[config.mk]
export PLATFORM = sky130hd
export DESIGN_NAME = stepper_move_sequencer
export DESIGN_NICKNAME = d
export VERILOG_FILES = /design/src/rtl/stepper_move_sequencer.sv
export SDC_FILE = /design/constraint.sdc
export NUM_CORES = 1
export LEC_CHECK = 0
export ABC_AREA = 1
export CORE_ASPECT_RATIO = 1.4
export CORE_MARGIN = 8
export CORE_UTILIZATION = 50
export CTS_CLUSTER_DIAMETER = 150
export CTS_CLUSTER_SIZE = 24
export DETAILED_ROUTE_END_ITERATION = 7
export DONT_BUFFER_PORTS = 1
export SYNTH_ARGS = -nofsm -noshare
export SYNTH_HDL_FRONTEND = slang
export SYNTH_SLANG_ARGS = --single-unit
[constraint.sdc]
create_clock -name sys_clk -period 5.2 [get_ports sys_clk]
set_input_delay 1.3 -clock sys_clk [delete_from_list [all_inputs] [get_ports sys_clk]]
set_output_delay 1.3 -clock sys_clk [all_outputs]
set_load 0.01 [all_outputs]
[src/rtl/stepper_move_sequencer.sv]
// Queued step/dir move controller: a command FIFO feeds a pulse generator that
// guarantees step-high width, minimum period and dir setup time after reversal.
module stepper_move_sequencer #(
  parameter int FIFO_DEPTH = 4,
  parameter int CNT_W      = 16,
  parameter int PER_W      = 16,
  parameter int PULSE_W    = 8,
  parameter int DIR_SETUP  = 16,
  parameter int POS_W      = 32
) (
  input  logic                           sys_clk,
  input  logic                           sys_rst_n,
  input  logic                           enable,
  input  logic                           abort,
  input  logic                           cmd_valid,
  output logic                           cmd_ready,
  input  logic                           cmd_dir,
  input  logic [CNT_W-1:0]               cmd_steps,
  input  logic [PER_W-1:0]               cmd_period,
  output logic                           step,
  output logic                           dir,
  output logic                           busy,
  output logic [$clog2(FIFO_DEPTH):0]    fifo_level,
  output logic signed [POS_W-1:0]        position,
  output logic                           move_done,
  output logic                           aborted
);

  localparam int AW  = $clog2(FIFO_DEPTH);
  localparam int LW  = AW + 1;
  localparam int SW  = $clog2(DIR_SETUP + 1);
  localparam int PW  = $clog2(PULSE_W + 2);
  localparam int CW0 = (PER_W > SW) ? PER_W : SW;
  localparam int CW  = (CW0 > PW) ? CW0 : PW;

  localparam logic [CW-1:0] MIN_P    = CW'(PULSE_W + 1);
  localparam logic [CW-1:0] PULSE_M1 = CW'(PULSE_W - 1);
  localparam logic [CW-1:0] SETUP_M1 = CW'(DIR_SETUP - 1);

  typedef struct packed {
    logic             dir;
    logic [CNT_W-1:0] steps;
    logic [PER_W-1:0] period;
  } cmd_t;

  typedef enum logic [2:0] {IDLE, LOAD, SETUP, HIGH, LOW, FLUSH} state_t;

  cmd_t              mem [FIFO_DEPTH];
  logic [AW-1:0]     wr_ptr;
  logic [AW-1:0]     rd_ptr;
  logic [LW-1:0]     level;
  logic              ready_q;
  logic              full;
  logic              empty;
  logic              push;
  logic              pop;
  cmd_t              head;
  logic [CW-1:0]     head_per;

  state_t            state;
  state_t            state_nx;
  logic [CW-1:0]     cnt;
  logic [CW-1:0]     cnt_nx;
  logic [CW-1:0]     per;
  logic [CW-1:0]     per_nx;
  logic [CNT_W-1:0]  rem;
  logic [CNT_W-1:0]  rem_nx;
  logic              ndir;
  logic              ndir_nx;
  logic              step_nx;
  logic              dir_nx;
  logic              abort_pend;
  logic              abort_pend_nx;
  logic signed [POS_W-1:0] pos_nx;

  assign full       = (level == LW'(FIFO_DEPTH));
  assign empty      = (level == '0);
  assign cmd_ready  = ready_q && !full && !abort;
  assign push       = cmd_valid && cmd_ready;
  assign fifo_level = level;
  assign busy       = (state != IDLE) || !empty;
  assign head       = mem[rd_ptr];
  assign head_per   = (CW'(head.period) < MIN_P) ? MIN_P : CW'(head.period);

  // ready_q holds cmd_ready low until the first edge after reset release
  always_ff @(posedge sys_clk or negedge sys_rst_n) begin
    if (!sys_rst_n) begin
      wr_ptr  <= '0;
      rd_ptr  <= '0;
      level   <= '0;
      ready_q <= 1'b0;
    end else begin
      ready_q <= 1'b1;
      if (abort) begin
        wr_ptr <= '0;
        rd_ptr <= '0;
        level  <= '0;
      end else begin
        if (push) wr_ptr <= wr_ptr + 1'b1;
        if (pop)  rd_ptr <= rd_ptr + 1'b1;
        case ({push, pop})
          2'b10:   level <= level + 1'b1;
          2'b01:   level <= level - 1'b1;
          default: level <= level;
        endcase
      end
    end
  end

  always_ff @(posedge sys_clk) begin
    if (push) mem[wr_ptr] <= '{dir: cmd_dir, steps: cmd_steps, period: cmd_period};
  end

  always_comb begin
    state_nx      = state;
    cnt_nx        = cnt;
    per_nx        = per;
    rem_nx        = rem;
    ndir_nx       = ndir;
    step_nx       = step;
    dir_nx        = dir;
    pos_nx        = position;
    abort_pend_nx = abort_pend;
    pop           = 1'b0;
    move_done     = 1'b0;
    aborted       = 1'b0;

    case (state)
      IDLE: begin
        if (abort) begin
          state_nx = FLUSH;
        end else if (enable && !empty) begin
          pop      = 1'b1;
          state_nx = LOAD;
        end
      end
      LOAD: begin
        if (abort) begin
          state_nx = FLUSH;
        end else if (rem == '0) begin
          move_done = 1'b1;
          state_nx  = IDLE;
        end else if (ndir != dir) begin
          dir_nx   = ndir;
          cnt_nx   = SETUP_M1;
          state_nx = SETUP;
        end else begin
          step_nx  = 1'b1;
          cnt_nx   = PULSE_M1;
          rem_nx   = rem - 1'b1;
          pos_nx   = dir ? position + POS_W'(1) : position - POS_W'(1);
          state_nx = HIGH;
        end
      end
      SETUP: begin
        if (abort) begin
          state_nx = FLUSH;
        end else if (cnt == '0) begin
          step_nx  = 1'b1;
          cnt_nx   = PULSE_M1;
          rem_nx   = rem - 1'b1;
          pos_nx   = dir ? position + POS_W'(1) : position - POS_W'(1);
          state_nx = HIGH;
        end else begin
          cnt_nx = cnt - 1'b1;
        end
      end
      // an abort seen mid-pulse is remembered so the pulse keeps its full width
      HIGH: begin
        if (abort) abort_pend_nx = 1'b1;
        if (cnt == '0) begin
          step_nx = 1'b0;
          if (abort || abort_pend) begin
            abort_pend_nx = 1'b0;
            state_nx      = FLUSH;
          end else begin
            cnt_nx   = per - MIN_P;
            state_nx = LOW;
          end
        end else begin
          cnt_nx = cnt - 1'b1;
        end
      end
      LOW: begin
        if (abort) begin
          state_nx = FLUSH;
        end else if (cnt == '0) begin
          if (rem != '0) begin
            step_nx  = 1'b1;
            cnt_nx   = PULSE_M1;
            rem_nx   = rem - 1'b1;
            pos_nx   = dir ? position + POS_W'(1) : position - POS_W'(1);
            state_nx = HIGH;
          end else begin
            move_done = 1'b1;
            if (enable && !empty) begin
              pop      = 1'b1;
              state_nx = LOAD;
            end else begin
              state_nx = IDLE;
            end
          end
        end else begin
          cnt_nx = cnt - 1'b1;
        end
      end
      FLUSH: begin
        aborted  = 1'b1;
        state_nx = IDLE;
      end
      default: state_nx = IDLE;
    endcase

    // the head entry is captured as it leaves the FIFO and evaluated in LOAD
    if (pop) begin
      per_nx  = head_per;
      rem_nx  = head.steps;
      ndir_nx = head.dir;
    end
  end

  always_ff @(posedge sys_clk or negedge sys_rst_n) begin
    if (!sys_rst_n) begin
      state      <= IDLE;
      cnt        <= '0;
      per        <= '0;
      rem        <= '0;
      ndir       <= 1'b0;
      step       <= 1'b0;
      dir        <= 1'b0;
      position   <= '0;
      abort_pend <= 1'b0;
    end else begin
      state      <= state_nx;
      cnt        <= cnt_nx;
      per        <= per_nx;
      rem        <= rem_nx;
      ndir       <= ndir_nx;
      step       <= step_nx;
      dir        <= dir_nx;
      position   <= pos_nx;
      abort_pend <= abort_pend_nx;
    end
  end

endmodule

; ---- After elaboration in Yosys (flattened, before gate mapping)
; Memories as Yosys holds them, arrays and structs flattened.
; Cells that the tools add are included.
[totals]
ff_bits = 95
mem_bits_rw = 132
elab_cells = 164
memories = 1
[memory_table]
columns = memory, words, width, read_ports, rd_ports_with_merged_regs, write_ports, line
row1 = mem, 4, 33, 1, 0, 1, 48  ; cmd_t mem [FIFO_DEPTH];
[classes]
addsub = 9
n_lt_le_gt_ge = 1
eq_ne = 31
muxes = 80
bitwise_logic = 2
n_reduce_logical = 27
[op_table]
columns = operator, n
row1 = two-way mux 16 bit, 19
row2 = two-way mux 32 bit, 9
row3 = case mux 32 bit (3 select lines), 1
row4 = case mux 16 bit (4 select lines), 1
row5 = case mux 16 bit (3 select lines), 1
row6 = "!= test 3 bit, second input constant", 13
row7 = "adder 32 x 2 -> 32 bit, second input constant", 1
row8 = zero test 16 bit, 2
row9 = "subtractor 16 x 1 -> 16 bit, second input constant", 2
row10 = "subtractor 32 x 2 -> 32 bit, second input constant", 1
row11 = two-way mux 1 bit, 28
row12 = two-way mux 3 bit, 9
row13 = "!= test 2 bit, second input constant", 9
row14 = AND reduction 9 bit, 2
row15 = "< comparator 16 x 4 -> 1 bit, second input constant", 1
row16 = nonzero test 16 bit, 1
row17 = "subtractor 16 x 4 -> 16 bit, second input constant", 1
row18 = case mux 3 bit (5 select lines), 1
row19 = two-way mux 2 bit, 6
row20 = AND reduction 10 bit, 1
row21 = "== test 3 bit, second input constant", 3
row22 = nonzero test 3 bit, 3
row23 = AND reduction 4 bit, 2
row24 = nonzero test 4 bit, 2
row25 = 19 further kinds, 31

; ---- Logic depth before layout (Yosys ltp)
[depth]
ltp_word = 11
ltp_mapped = 16

; ---- Worst setup path after synthesis
; OpenSTA, ideal clock, no wires.
[synth_timing]
kind = input to register
from = in abort
to = mem mem[0][0] (netlist name) (enable)
setup_time_ps = 423
t_arrival_ps = 3590
setup_slack_ps = 1187
path_stages = 6
n_path_buf = 1
cell_sequence = buf_2 -> inv_1 -> nand2_1 -> a31oi_1 -> nand2_1 -> nor2_1
[synth_between]
elab_chain_cells = 5
[synth_rtl]
columns = element, line
row1 = "start, declared", 14  ; input logic abort,
row2 = zero test 1 bit, 78  ; assign cmd_ready = ready_q && !full && !abort;
row3 = logical AND 1 bit, 78
row4 = named net cmd_ready, 16  ; output logic cmd_ready,
row5 = logical AND 1 bit, 79  ; assign push = cmd_valid && cmd_ready;
row6 = two-way mux 1 bit, 111  ; if (push) mem[wr_ptr] <= '{dir: cmd_dir, steps: cmd_steps, period: cmd_period};
row7 = two-way mux 1 bit (not written as such), 111
row8 = "end, declared", 48
; The timed path passes the listed nets, and every way through them passes these cells.

; ---- Worst setup path after layout
[layout_timing]
from = reg cnt[11]
to = out move_done
[layout_between]
elab_chain_cells = 4
[layout_rtl]
columns = element, line
row1 = "start, declared", 62  ; logic [CW-1:0] cnt;
row2 = "start signal, assigned", 235  ; cnt <= cnt_nx;
row3 = zero test 16 bit, 187  ; end else if (cnt == '0) begin
row4 = two-way mux 1 bit, 187
row5 = two-way mux 1 bit, 185  ; if (abort) begin
row6 = case mux 1 bit (2 select lines), 128  ; case (state)
row7 = "end, declared", 25  ; output logic move_done,
; Every way passes these cells.

==> impl_metrics.ini <==
[die]
die_h_um = 203.2
initial_core_util_pct = 50.75
dieArea_sq_mm = 0.03044
io_pins = 79
die_w_um = 149.8
rows = 68
coreArea_sq_mm = 0.02467

[routing]
drtPass1Iterations = 6
drc = 0
finalWirelength_um = 29760
avgRoutedWirePerCell_um = 16.50
vias = 9716
via_per_inst = 5.386
drtIter0Drc = 580
ant_nets = 0

[cells_and_area]
drive_gt1_share_pct = 4.298
final_common_cell = nand2_1
final_util_pct = 53.39
fin_nets = 1561
syn_to_final_growth_pct = 5.196
diodes = 0
mostFrequentLayoutCells = nand2_1 (412), nor2_1 (186), edfxtp_1 (132)

[sta]
final.setup_skew_ps = 35.91
post-route-period-util_pct = 71.77
fin_crit_ps = 3732
hold_viol_final = 0
drv_slew = 0
relSlewSlack_pct = 40.29
worstMarginPinSlew_ps = 894.7
timing.fmax_mhz = 268.0
rsz0062_at_grt = false
setup_viol = 0
setup-tns-final_ps = 0

[power_and_ir_drop]
vdd_drop_max_mv = 0.3655
clock_power_share_pct = 14.6
leakagePower_nw = 5.812
power_density_mw_per_mm2 = 551.9
p_int_mw = 3.914
seqPwrFrac_pct = 35.7
p_sw_mw = 3.356
switching_share_pct = 46.16
power.share.combinational_pct = 49.7

[critical_path]
cp.buffers_inverters = 2
slowest_stage = dfrtp_1
timing.rr.end = position[27]$_DFFE_PN0P_
worstPathMaxFanout = 7
startpoint_type = flip-flop
rrSetupSlack_ps = 2150
crit_chain = nor2_1, inv_1, nor2_1, inv_1, nor2_4, nand2_2, o21a_1, nor3_1
slowest_delay_ps = 470
crit_type = reg -> out
arrival_ps = 2430
crit_family = simple AND/OR/NAND/NOR gates
worstSetupEndpointType = output pin
crit_required_ps = 3900
ff2ff_path_depth = 10
r2r-start = dir$_DFFE_PN0P_

[logic_synthesis]
synth-xor-area-share_pct = 2.868
seq_area_frac_synth_pct = 50.64
ys_seq_elements = 227
synth_compound_area_share_pct = 10.53
synth_area_leader_cell = edfxtp_1
synthTopCellsByArea = edfxtp_1 (32%), dfrtp_1 (19%), nand2_1 (12%), nor2_1 (5.7%), o21ai_0 (4.8%)
async_reset_ff_share_pct = 41.85
avgSynthCellArea_sq_um = 8.354
synth.net_count = 1578
synth_edf_count = 132
yosys.area.top_type_share_pct = 31.65
synthFlopType = edfxtp_1
syn_inst = 1499
ys_warn_count = 0
synth_top_family_by_area = simple AND/OR/NAND/NOR gates
ys_types = 45
synth_area_sq_mm = 0.01252
synth-simple-area-share_pct = 25.85
muxShareOfSynthArea_pct = 0
synth_adder_area_share_pct = 4.217

[clock_network]
cts-resized-gates = 0
hold_buffers = 0
htreeDepth = 1
cts_setup_buffers = 0
cts_buffers = 13
clk_latency_ps = 500
clockBufferDepth = 3
cts_root_buffer = clkbuf_16
cts_tree = done
clkTransAtPathRegs_ps = 110
clock-sinks = 227

[run]
drv_cap = 0

[hold_path]
hold_path_class = in -> async

[placement]
gp_congestion = 0.9698
io_buffers = 0
dp_hpwl_um = 21500

[global_route]
grt_pass1_wl_um = 49000
grt_use_total_pct = 19.72
grt_remaining_overflow = 0
grt_util_met1_pct = 22.79
gr-usage-met3_pct = 4.082
antenna_found_initial = 0
grt_max_degree = 96
grt-busiest-layer = met2
grt_pass1_vias = 9684
met2_usage_pct = 35.40

[status]
status = finished clean
-- cells in the mapped netlist (all sizes together) (3+ instances only) --
cell type  instances
nor4               3
nand3b             7
o22a               9
nand4             11
o22ai             19
nor3              15
o21ai            147
xnor2             23
a21oi             55
clkbuf            21
dfrtp             95
inv              132
nand2            422
nand3            108
o21a               4
xor2              18
nor2             201
edfxtp           132
buf               22
ha                39
-- power groups by stage --
stage	clock [mW]	combinational (mW)	sequential, mW
after detailed placement	0	3.62	2.65
after global routing	1.15	4.14	2.65
after global placement	0	3.58	2.64
after floorplan	0	2.89	2.52
after CTS	1.09	3.64	2.61
final	1.06	3.61	2.59
-- metrics by stage --
step           hold WS (ps)  power, mW  instances  worst slack [ps]  area, sq um
5_1_grt               460.6      7.942       1804              1292        13170
6_report              482.7      7.270       1804              1468        13170
3_3_place_gp          463.6      6.221       1782              1362        12800
2_1_floorplan         447.8      5.414       1499              1187        12520
3_5_place_dp          466.0      6.270       1782              1291        12800
4_1_cts               471.1      7.341       1804              1438        13170
-- worst register-to-register path, stage by stage, from the launching register on --
cell     delay (ps)
dfrtp_1         500
inv_1           700
buf_4           340
ha_1            310
a21oi_1         220
o21ai_0         160
a21o_1          180
a21oi_1         260
nand3_1         120
nand3_1         100
nand2_1          50
-- how the worst max path moves through the flow --
| stage | startpoint | to | slack (ps) | cells after the start |
|---|---|---|---|---|
| 2_1_floorplan | abort | mem[0][0]$_DFFE_PP_ | 1190 | 6 |
| 3_3_place_gp | abort | mem[0][5]$_DFFE_PP_ | 1360 | 6 |
| 3_5_place_dp | abort | fifo_level[2]$_DFFE_PN0P_ | 1290 | 12 |
| 4_1_cts | cnt[11]$_DFFE_PN0P_ | move_done | 1440 | 8 |
| 5_1_grt | cnt[8]$_DFFE_PN0P_ | move_done | 1290 | 8 |
| 6_report | cnt[11]$_DFFE_PN0P_ | move_done | 1470 | 8 |
-- state kept, by name, indices dropped and copies added, names as in the netlist, 2 cells and up --
name,cells
mem,132
position,32
cnt,16
per,16
rem,16
fifo_level,3
state,3
rd_ptr,2
wr_ptr,2
-- kinds of logic (layout without fill, tap and decap cells) --
logic type | after synthesis | count (layout)
AO/OA/AOI/OAI | 242 | 242
buffers and inverters | 176 | 166
adder cells (fa/ha/maj) | 41 | 41
flip-flops | 227 | 227
XOR/XNOR | 41 | 41
other | 1 | 1
AND/OR/NAND/NOR | 771 | 771
-- metal layers --
metal	wire [um]	vias to the layer above
li1	-	4934
met1	11980	4490
met2	14930	229
met3	1927	63
met4	928	0
met5	0	-
-- layout make-up --
cell class	instances	area (sq um)
Clock buffer	20	351.6
Sequential cell	227	6342
Multi-Input combinational cell	1096	5477
Timing Repair Buffer	11	82.58
Tap cell	315	394.1
Fill cell	2347	11500
Clock inverter	2	25.02
Inverter	133	500.5
(Power assumes the default switching activity.)
